[src/rtl/lcd_char_rx.sv]
// HD44780-style 4-bit bus receiver maintaining a 32-character display image.
// Define LCD_RX_INIT_SEQ_EN to require the 8-bit init handshake before nibble mode.
module lcd_char_rx (
   input  logic         CCLK,
   input  logic         rst,
   input  logic         LCDE,
   input  logic         LCDRS,
   input  logic         LCDRW,
   input  logic [3:0]   LCDDAT,
   output logic [255:0] strdata,
   output logic         byte_valid,
   output logic [7:0]   byte_out,
   output logic         byte_is_data,
   output logic [4:0]   addr,
   output logic         ready,
   output logic         rd_err
);

`ifdef LCD_RX_INIT_SEQ_EN
   typedef enum logic [1:0] {INIT, NIB_HI, NIB_LO} state_t;
   localparam state_t RST_ST = INIT;
`else
   typedef enum logic [1:0] {NIB_HI, NIB_LO} state_t;
   localparam state_t RST_ST = NIB_HI;
`endif

   state_t     state;
   logic [1:0] e_s, rs_s, rw_s;
   logic       e_s3;
   logic [3:0] dat_s1, dat_s2;
   logic [3:0] hi;
   logic       hi_rs;
   logic       id;
   logic       fall;
   logic [7:0] nb;

   always_ff @(posedge CCLK or posedge rst) begin
      if (rst) begin
         e_s    <= '0;
         e_s3   <= 1'b0;
         rs_s   <= '0;
         rw_s   <= '0;
         dat_s1 <= '0;
         dat_s2 <= '0;
      end else begin
         e_s    <= {e_s[0], LCDE};
         e_s3   <= e_s[1];
         rs_s   <= {rs_s[0], LCDRS};
         rw_s   <= {rw_s[0], LCDRW};
         dat_s1 <= LCDDAT;
         dat_s2 <= dat_s1;
      end
   end

   assign fall = ~e_s[1] & e_s3;
   assign nb   = {hi, dat_s2};

   always_ff @(posedge CCLK or posedge rst) begin
      if (rst) begin
         state        <= RST_ST;
         strdata      <= {32{8'h20}};
         addr         <= '0;
         id           <= 1'b1;
         byte_out     <= '0;
         byte_is_data <= 1'b0;
         byte_valid   <= 1'b0;
         rd_err       <= 1'b0;
         ready        <= 1'b0;
         hi           <= '0;
         hi_rs        <= 1'b0;
      end else begin
         byte_valid <= 1'b0;
         rd_err     <= 1'b0;
`ifndef LCD_RX_INIT_SEQ_EN
         ready      <= 1'b1;
`endif
         if (fall && rw_s[1]) begin
            rd_err <= 1'b1;
         end else if (fall) begin
            unique case (state)
`ifdef LCD_RX_INIT_SEQ_EN
               INIT: begin
                  if (dat_s2 == 4'h2 && !rs_s[1]) begin
                     state <= NIB_HI;
                     ready <= 1'b1;
                  end
               end
`endif
               NIB_HI: begin
                  hi    <= dat_s2;
                  hi_rs <= rs_s[1];
                  state <= NIB_LO;
               end
               NIB_LO: begin
                  byte_out     <= nb;
                  byte_is_data <= hi_rs;
                  byte_valid   <= 1'b1;
                  state        <= NIB_HI;
                  if (hi_rs) begin
                     // ~addr == 31-addr: char 0 sits in the top byte
                     strdata[{~addr, 3'b000} +: 8] <= nb;
                     addr <= id ? addr + 5'd1 : addr - 5'd1;
                  end else begin
                     unique case (1'b1)
                        nb[7]: addr <= {nb[6], nb[3:0]};
                        nb == 8'h01: begin
                           strdata <= {32{8'h20}};
                           addr    <= '0;
                           id      <= 1'b1;
                        end
                        nb[7:1] == 7'h01: addr <= '0;
                        nb[7:2] == 6'h01: id <= nb[1];
                        default: ;
                     endcase
                  end
               end
               default: state <= RST_ST;
            endcase
         end
      end
   end

endmodule
[config.mk]
export PLATFORM = sky130hd
export DESIGN_NAME = lcd_char_rx
export DESIGN_NICKNAME = d
export VERILOG_FILES = /design/src/rtl/lcd_char_rx.sv
export SDC_FILE = /design/constraint.sdc
export NUM_CORES = 1
export LEC_CHECK = 0
export ABC_AREA = 1
export BUFFER_PORTS_ARGS = -buffer_cell sky130_fd_sc_hd__buf_2
export CAP_MARGIN = 20
export CELL_PAD_IN_SITES_DETAIL_PLACEMENT = 2
export CELL_PAD_IN_SITES_GLOBAL_PLACEMENT = 2
export CORE_UTILIZATION = 32
export DETAILED_ROUTE_END_ITERATION = 16
export PLACE_DENSITY = 0.79
export SYNTH_ARGS = -nofsm -noshare
export SYNTH_HDL_FRONTEND = slang
export SYNTH_SLANG_ARGS = --single-unit
[constraint.sdc]
create_clock -name CCLK -period 12.3 [get_ports CCLK]
set_input_delay 1.23 -clock CCLK [delete_from_list [all_inputs] [get_ports CCLK]]
set_output_delay 1.23 -clock CCLK [all_outputs]
set_load 0.005 [all_outputs]
==> metrics, run 1 <==
DRC=0; P&R area growth vs syn=23.0%; post_cts resized=0; max_slew headroom=0.327; crit-path cells=ha_1, nand2_1, nand2_2, nand2_1, nor2_1, nand3_1, nand3_1, o21ai_0; number of flops mapped to enable cells by yosys=0; Setup Buffers After CTS=0; CTS clk-pin slew, worst paths=60 ps; startpoint types=register; CTS tree=built; IO Pins=282; Row Count=73; CTS sink count=295; cells after synthesis=1568; Peak VDD IR=80.5 uV; CP Max Fanout=37; share of cells above drive strength 1=0.227; Max Clock Freq=0.263 GHz; Largest stage delay, worst path=880 ps; crit path time final=3810 ps; Clock Tree Buf Depth=3; Post-Syn Area per Cell=8.32 um2; multi-input logic area=5030 um2; DR WL/cell=21.7 um; Util after Layout=0.401; cell area after synthesis=13000 um2; CP required=12680 ps; most frequent cells in the layout=nand2_1 (622), buf_2 (281), dfrtp_1 (262), nand3_1 (237), nor2_1 (114); largest net degree at the start of global routing=99; Slew @ Worst Pin=1010 ps; area of placed instances=14900 um2; grt ovf=0; outcome=completed; Crit. End Element=register; H-tree depth=2; Final nets=1853; area of the core=40000 um2; chip height=204 um; post-synthesis cell type count=33; RSZ-0062 raised after global routing=no; vias in the first global route=13.3k; Max Slew Vio Count=0; Reg area=7420 um2; Fillers=4650; top_reg_cell synth=dfrtp_1; max cap viols=0; DPL Wire Length=37.2 mm; die area=41600 um2; crit path DAT=4190 ps; ANT cells=0; most common cell after layout, fill and taps aside=nand2_1; Syn. warnings=0; final instance area=16000 um2; Power Total=2.93 mW; Fin Setup TNS=0 ps; Routability Congestion=0.788; PD cells=183 nW/um2; CTS root buffer=clkbuf_16; starting density of the core=0.326; port bufs=281; initial antenna violation count=0; Post-Place Cells=2322; Lkg Pwr=9.27 nW; Die Span X=204 um; Skew-Pair Late Insertion Delay=530 ps; Async S/R FF share, synth=1.00; final hold viol count=0; first-pass GRT wire length=80.0 mm; hold crit path type=reg -> reg; vias post-DR=12.2k; total wire length=51.8 mm; CTS buffer count=36; path depth of the worst reg2reg path=8; clock skew=16.3 ps; sequential element share of the synthesized area=0.569; Finished Layout Cells=2386; Detailed Routing Iterations Pass 1=5; Mapped Nets=1585; final setup fails=0; Initial DRC Count=399; synthesis-stage register bit count=295; fin crit share=0.310; Global Route Usage Sum=0.252; remaining antenna violation count=0; hold depth=0; vias per cell=5.12; Crit Path Class=reg -> reg; CTS Hold Bufs=0; critical path's slowest cell=dfrtp_1
-- where the power goes --
group / leakage [nW] / switching [mW] / internal [mW] / total, mW
clock: 0.548 / 0.408 / 0.627 / 1.03
sequential: 3.93 / 0.0871 / 1.06 / 1.14
combinational: 4.79 / 0.577 / 0.176 / 0.752
total: 9.27 / 1.07 / 1.86 / 2.93
-- sequential cells by signal, indices dropped and copies added (netlist names), 2 cells and up --
signal    flops
rs_s          2
strdata     256
rw_s          2
hi            4
addr          5
e_s           2
dat_s2        4
dat_s1        4
byte_out      8
-- per-stage QoR --
stage,hold slack [ps],worst slack (ps)
3_5_place_dp,337,8440
2_1_floorplan,331,2980
4_1_cts,349,8520
6_report,348,8490
5_1_grt,360,8070
3_3_place_gp,334,8460
-- logic make-up (layout without fill, tap and decap cells) --
kind of cell / Yosys count / in the layout / synth area share
xor+xnor: 1 / 1 / 0.000671
fa+ha+maj: 8 / 8 / 0.00825
compound gates: 88 / 88 / 0.0362
buf+inv: 141 / 434 / 0.0471
simple gates: 1034 / 1034 / 0.339
flops: 295 / 295 / 0.569
other cells: 1 / 1 / 0.000287
-- worst paths after layout --
check                                           end                start  slack [ps]
min                                e_s[1]$_DFF_PP0_     e_s[0]$_DFF_PP0_         350
max reg2reg                 strdata[54]$_DFFE_PP0P_  addr[0]$_DFFE_PP0P_        8490
max in group asynchronous   strdata[11]$_DFFE_PP0P_                  rst        9750
max                         strdata[54]$_DFFE_PP0P_  addr[0]$_DFFE_PP0P_        8490
min reg2reg                        e_s[1]$_DFF_PP0_     e_s[0]$_DFF_PP0_         350
min in group asynchronous  strdata[176]$_DFFE_PP0P_                  rst         810
-- worst max-delay path: cells and delay by family, from the launching register on --
family	cells	cell delay, ps
adder cells (fa/ha/maj)	1	370
AND/OR/NAND/NOR	6	2290
flip-flops	1	880
AO/OA/AOI/OAI	1	120
-- cell usage after synthesis, types with 2 or more instances --
| cell type | n | area, um2 |
|---|---|---|
| nand3_2 | 7 | 70.1 |
| nor2_4 | 4 | 45.0 |
| a21oi_1 | 4 | 20.0 |
| nand2_1 | 624 | 2340 |
| o21ai_1 | 25 | 125 |
| clkbuf_1 | 23 | 86.3 |
| dfstp_2 | 33 | 867 |
| o22ai_1 | 2 | 12.5 |
| nand4_1 | 11 | 68.8 |
| nor2_1 | 115 | 432 |
| o21ai_0 | 49 | 245 |
| buf_6 | 2 | 22.5 |
| nand4_2 | 6 | 75.1 |
| ha_1 | 7 | 87.6 |
| nand3b_1 | 11 | 82.6 |
| nand2_2 | 7 | 43.8 |
| o21ai_2 | 7 | 61.3 |
| nor2_2 | 8 | 50.1 |
| inv_1 | 70 | 263 |
| nor3_1 | 3 | 15.0 |
| buf_2 | 24 | 120 |
| buf_4 | 10 | 75.1 |
| inv_2 | 9 | 33.8 |
| dfrtp_1 | 262 | 6560 |
| nand3_1 | 237 | 1190 |
-- metal layers --
metal / GRT usage / wire length, um
met3: 0.0295 / 1910
met4: 0.0792 / 1430
met5: 0 / 0
met1: 0.325 / 22600
met2: 0.438 / 25900
-- final cells by class --
cell class	instances	area share
Timing Repair Buffer	290	0.0931
Inverter	81	0.0196
Clock inverter	4	0.00437
Sequential cell	295	0.463
Tap cell	525	0.0409
Multi-Input combinational cell	1132	0.313
Clock buffer	59	0.0660
No activity file was read; power rests on OpenSTA's default activity.
==> run 2: changes to the inputs <==
==> constraint.sdc (replaced) <==
create_clock -name CCLK -period 3.8 [get_ports CCLK]
set_input_delay 0.38 -clock CCLK [delete_from_list [all_inputs] [get_ports CCLK]]
set_output_delay 0.38 -clock CCLK [all_outputs]
set_load 0.005 [all_outputs]
==> metrics, run 2 (synthesis gave the netlist of run 1 again) <==
Largest register FFs=256 (unchanged); crit-path cells=ha_1, nand3_1, nand2_1, nand2_2, nor2_2, nand2_1, nor2_1, nand2_1, nand2_1; starting density of the core=0.326 (unchanged); Post-Place Cells=2333 (+0.47%); post-route setup slack=830 ps (-7660 ps); Clock Tree Buf Depth=3 (unchanged); clock skew=11.6 ps (-4.72 ps); Worst Setup EP=strdata[135]$_DFFE_PP0P_; critical path's slowest cell=nor2_1; max_slew headroom=0.429 (+0.102); Crit. End Element=register; Reg with most FFs=strdata; crit path time final=2970 ps (-838 ps); chip height=204 um (unchanged); Util after Layout=0.406 (+0.00485); flop-to-flop setup slack=830 ps (-7660 ps); total wire length=52.9 mm (+2.3%); R2R Path End=strdata[135]$_DFFE_PP0P_; ANT cells=0 (unchanged); FF-to-FF Start=addr[1]$_DFFE_PP0P_; P&R area growth vs syn=24.5%; Max Clock Freq=0.337 GHz (+28%); Routability Congestion=0.843 (+6.9%); Detailed Routing Iterations Pass 1=4 (-1); Peak VDD IR=303 uV (+280%); RSZ-0062 raised after global routing=no; Initial DRC Count=545 (+37%); most frequent cells in the layout=nand2_1 (622), buf_2 (281), dfrtp_1 (262), nand3_1 (237), nor2_1 (114); met2 Use GR=0.454 (+0.0163); hold crit path type=reg -> reg; CTS tree=built; IO Pins=282 (unchanged); CP required=4280 ps (-8400 ps); post_cts resized=0 (unchanged); crit path DAT=3450 ps (-740 ps); startpoint types=register; Slew @ Worst Pin=856 ps (-150 ps); fin crit share=0.782 (+0.472); Max Slew Vio Count=0 (unchanged); CP Max Fanout=10 (-73%); global route hottest layer=met2; vias per cell=5.09 (-0.54%); Crit Path Class=reg -> reg; CTS Hold Bufs=8 (+8); Setup Buffers After CTS=0 (unchanged); area of placed instances=15000 um2 (+0.87%); DP Worst Slack=895 ps (-7540 ps); clock network power share=0.351 (-0.002); path depth of the worst reg2reg path=9 (+1); max cap viols=0 (unchanged); M3 GR Usage=0.0325 (+0.00303); Comb power frac=0.266 (+0.009); final setup fails=0 (unchanged); die area=41600 um2 (unchanged); vias in the first global route=13.6k (+2.2%); Final nets=1871 (+0.97%); Fin Setup TNS=0 ps (unchanged); Global Route Usage Sum=0.260 (+0.00832); DPL Wire Length=38.1 mm (+2.4%); share of cells above drive strength 1=0.235 (+0.00835); initial antenna violation count=0 (unchanged); Worst Hold Margin=346 ps (-1.49 ps); M1 GR Usage=0.331 (+0.00596); Sw Pwr=3.56 mW (+230%); most common cell after layout, fill and taps aside=nand2_1; final hold viol count=0 (unchanged); Switching Fraction=0.371 (+0.00548); biggest regs=strdata x256, byte_out x8, addr x5; remaining antenna violation count=0 (unchanged); DR WL/cell=22.0 um (+1.5%); Largest stage delay, worst path=600 ps (-280 ps); CTS root buffer=clkbuf_16; final instance area=16200 um2 (+1.2%); CTS clk-pin slew, worst paths=60 ps (about the same); Skew-Pair Late Insertion Delay=540 ps (about the same); CTS sink count=295 (unchanged); first-pass GRT wire length=82.0 mm (+2.6%); Pint=6.02 mW (+220%); Lkg Pwr=9.38 nW (+1.2%); share of power burned in registers=0.383 (-0.007); grt ovf=0 (unchanged); area of the core=40000 um2 (unchanged); DRC=0 (unchanged); Row Count=73 (unchanged); largest net degree at the start of global routing=91 (-8.1%); vias post-DR=12.2k (+0.25%); H-tree depth=2 (unchanged); outcome=completed; Finished Layout Cells=2405 (+0.80%); Worst path most repeated cell=nand2_1; crit path from=addr[1]$_DFFE_PP0P_; Die Span X=204 um (unchanged); Power Total=9.57 mW (+230%); CTS buffer count=36 (unchanged); port bufs=281 (unchanged); PD cells=590 nW/um2 (+220%)
## run 2: changes by cell type in the layout (fill, tap and decap cells not counted), moves of 2 or more
cell / delta
buf_4: +7
buf_12: +4
dlygate4sd3_1: +8
clkinvlp_4: +2
clkbuf_1: -9
clkinv_2: +7
## run 2: worst min path at each step
stage,from,end,slack [ps],depth (start not counted)
5_1_grt,dat_s1[2]$_DFF_PP0_,dat_s2[2]$_DFF_PP0_,360,0
2_1_floorplan,dat_s1[0]$_DFF_PP0_,dat_s2[0]$_DFF_PP0_,330,0
3_5_place_dp,dat_s1[2]$_DFF_PP0_,dat_s2[2]$_DFF_PP0_,340,0
4_1_cts,dat_s1[2]$_DFF_PP0_,dat_s2[2]$_DFF_PP0_,350,0
6_report,dat_s1[2]$_DFF_PP0_,dat_s2[2]$_DFF_PP0_,350,0
3_3_place_gp,dat_s1[3]$_DFF_PP0_,dat_s2[3]$_DFF_PP0_,340,0
## run 2: metal layers
metal	part of all wire	vias to the layer above	routed length (um)
met4	0.027	0	1420
met5	0	-	0
met2	0.50	255	26500
met3	0.033	83	1770
met1	0.44	6321	23300
li1	-	5586	-
## run 2: critical path: cells and delay by family, from the launching register on
kind | cells | cell delay (ps)
flops | 1 | 550
fa+ha+maj | 1 | 320
simple gates | 8 | 2030
## run 2: power groups by stage
stage | clock (mW) | combinational [mW] | sequential (mW)
floorplan | 0 | 1.53 | 3.63
global placement | 0 | 2.44 | 3.71
detailed placement | 0 | 2.53 | 3.72
CTS | 3.44 | 2.57 | 3.67
global route | 3.55 | 2.79 | 3.70
finish | 3.36 | 2.55 | 3.67
## run 2: cell type report
| cell class | instances | area (um2) |
|---|---|---|
| Fill cell | 4595 | 23800 |
| Sequential cell | 295 | 7420 |
| Multi-Input combinational cell | 1132 | 5030 |
| Timing Repair Buffer | 308 | 1680 |
| Clock buffer | 51 | 1040 |
| Tap cell | 525 | 657 |
| Inverter | 81 | 310 |
| Clock inverter | 13 | 103 |
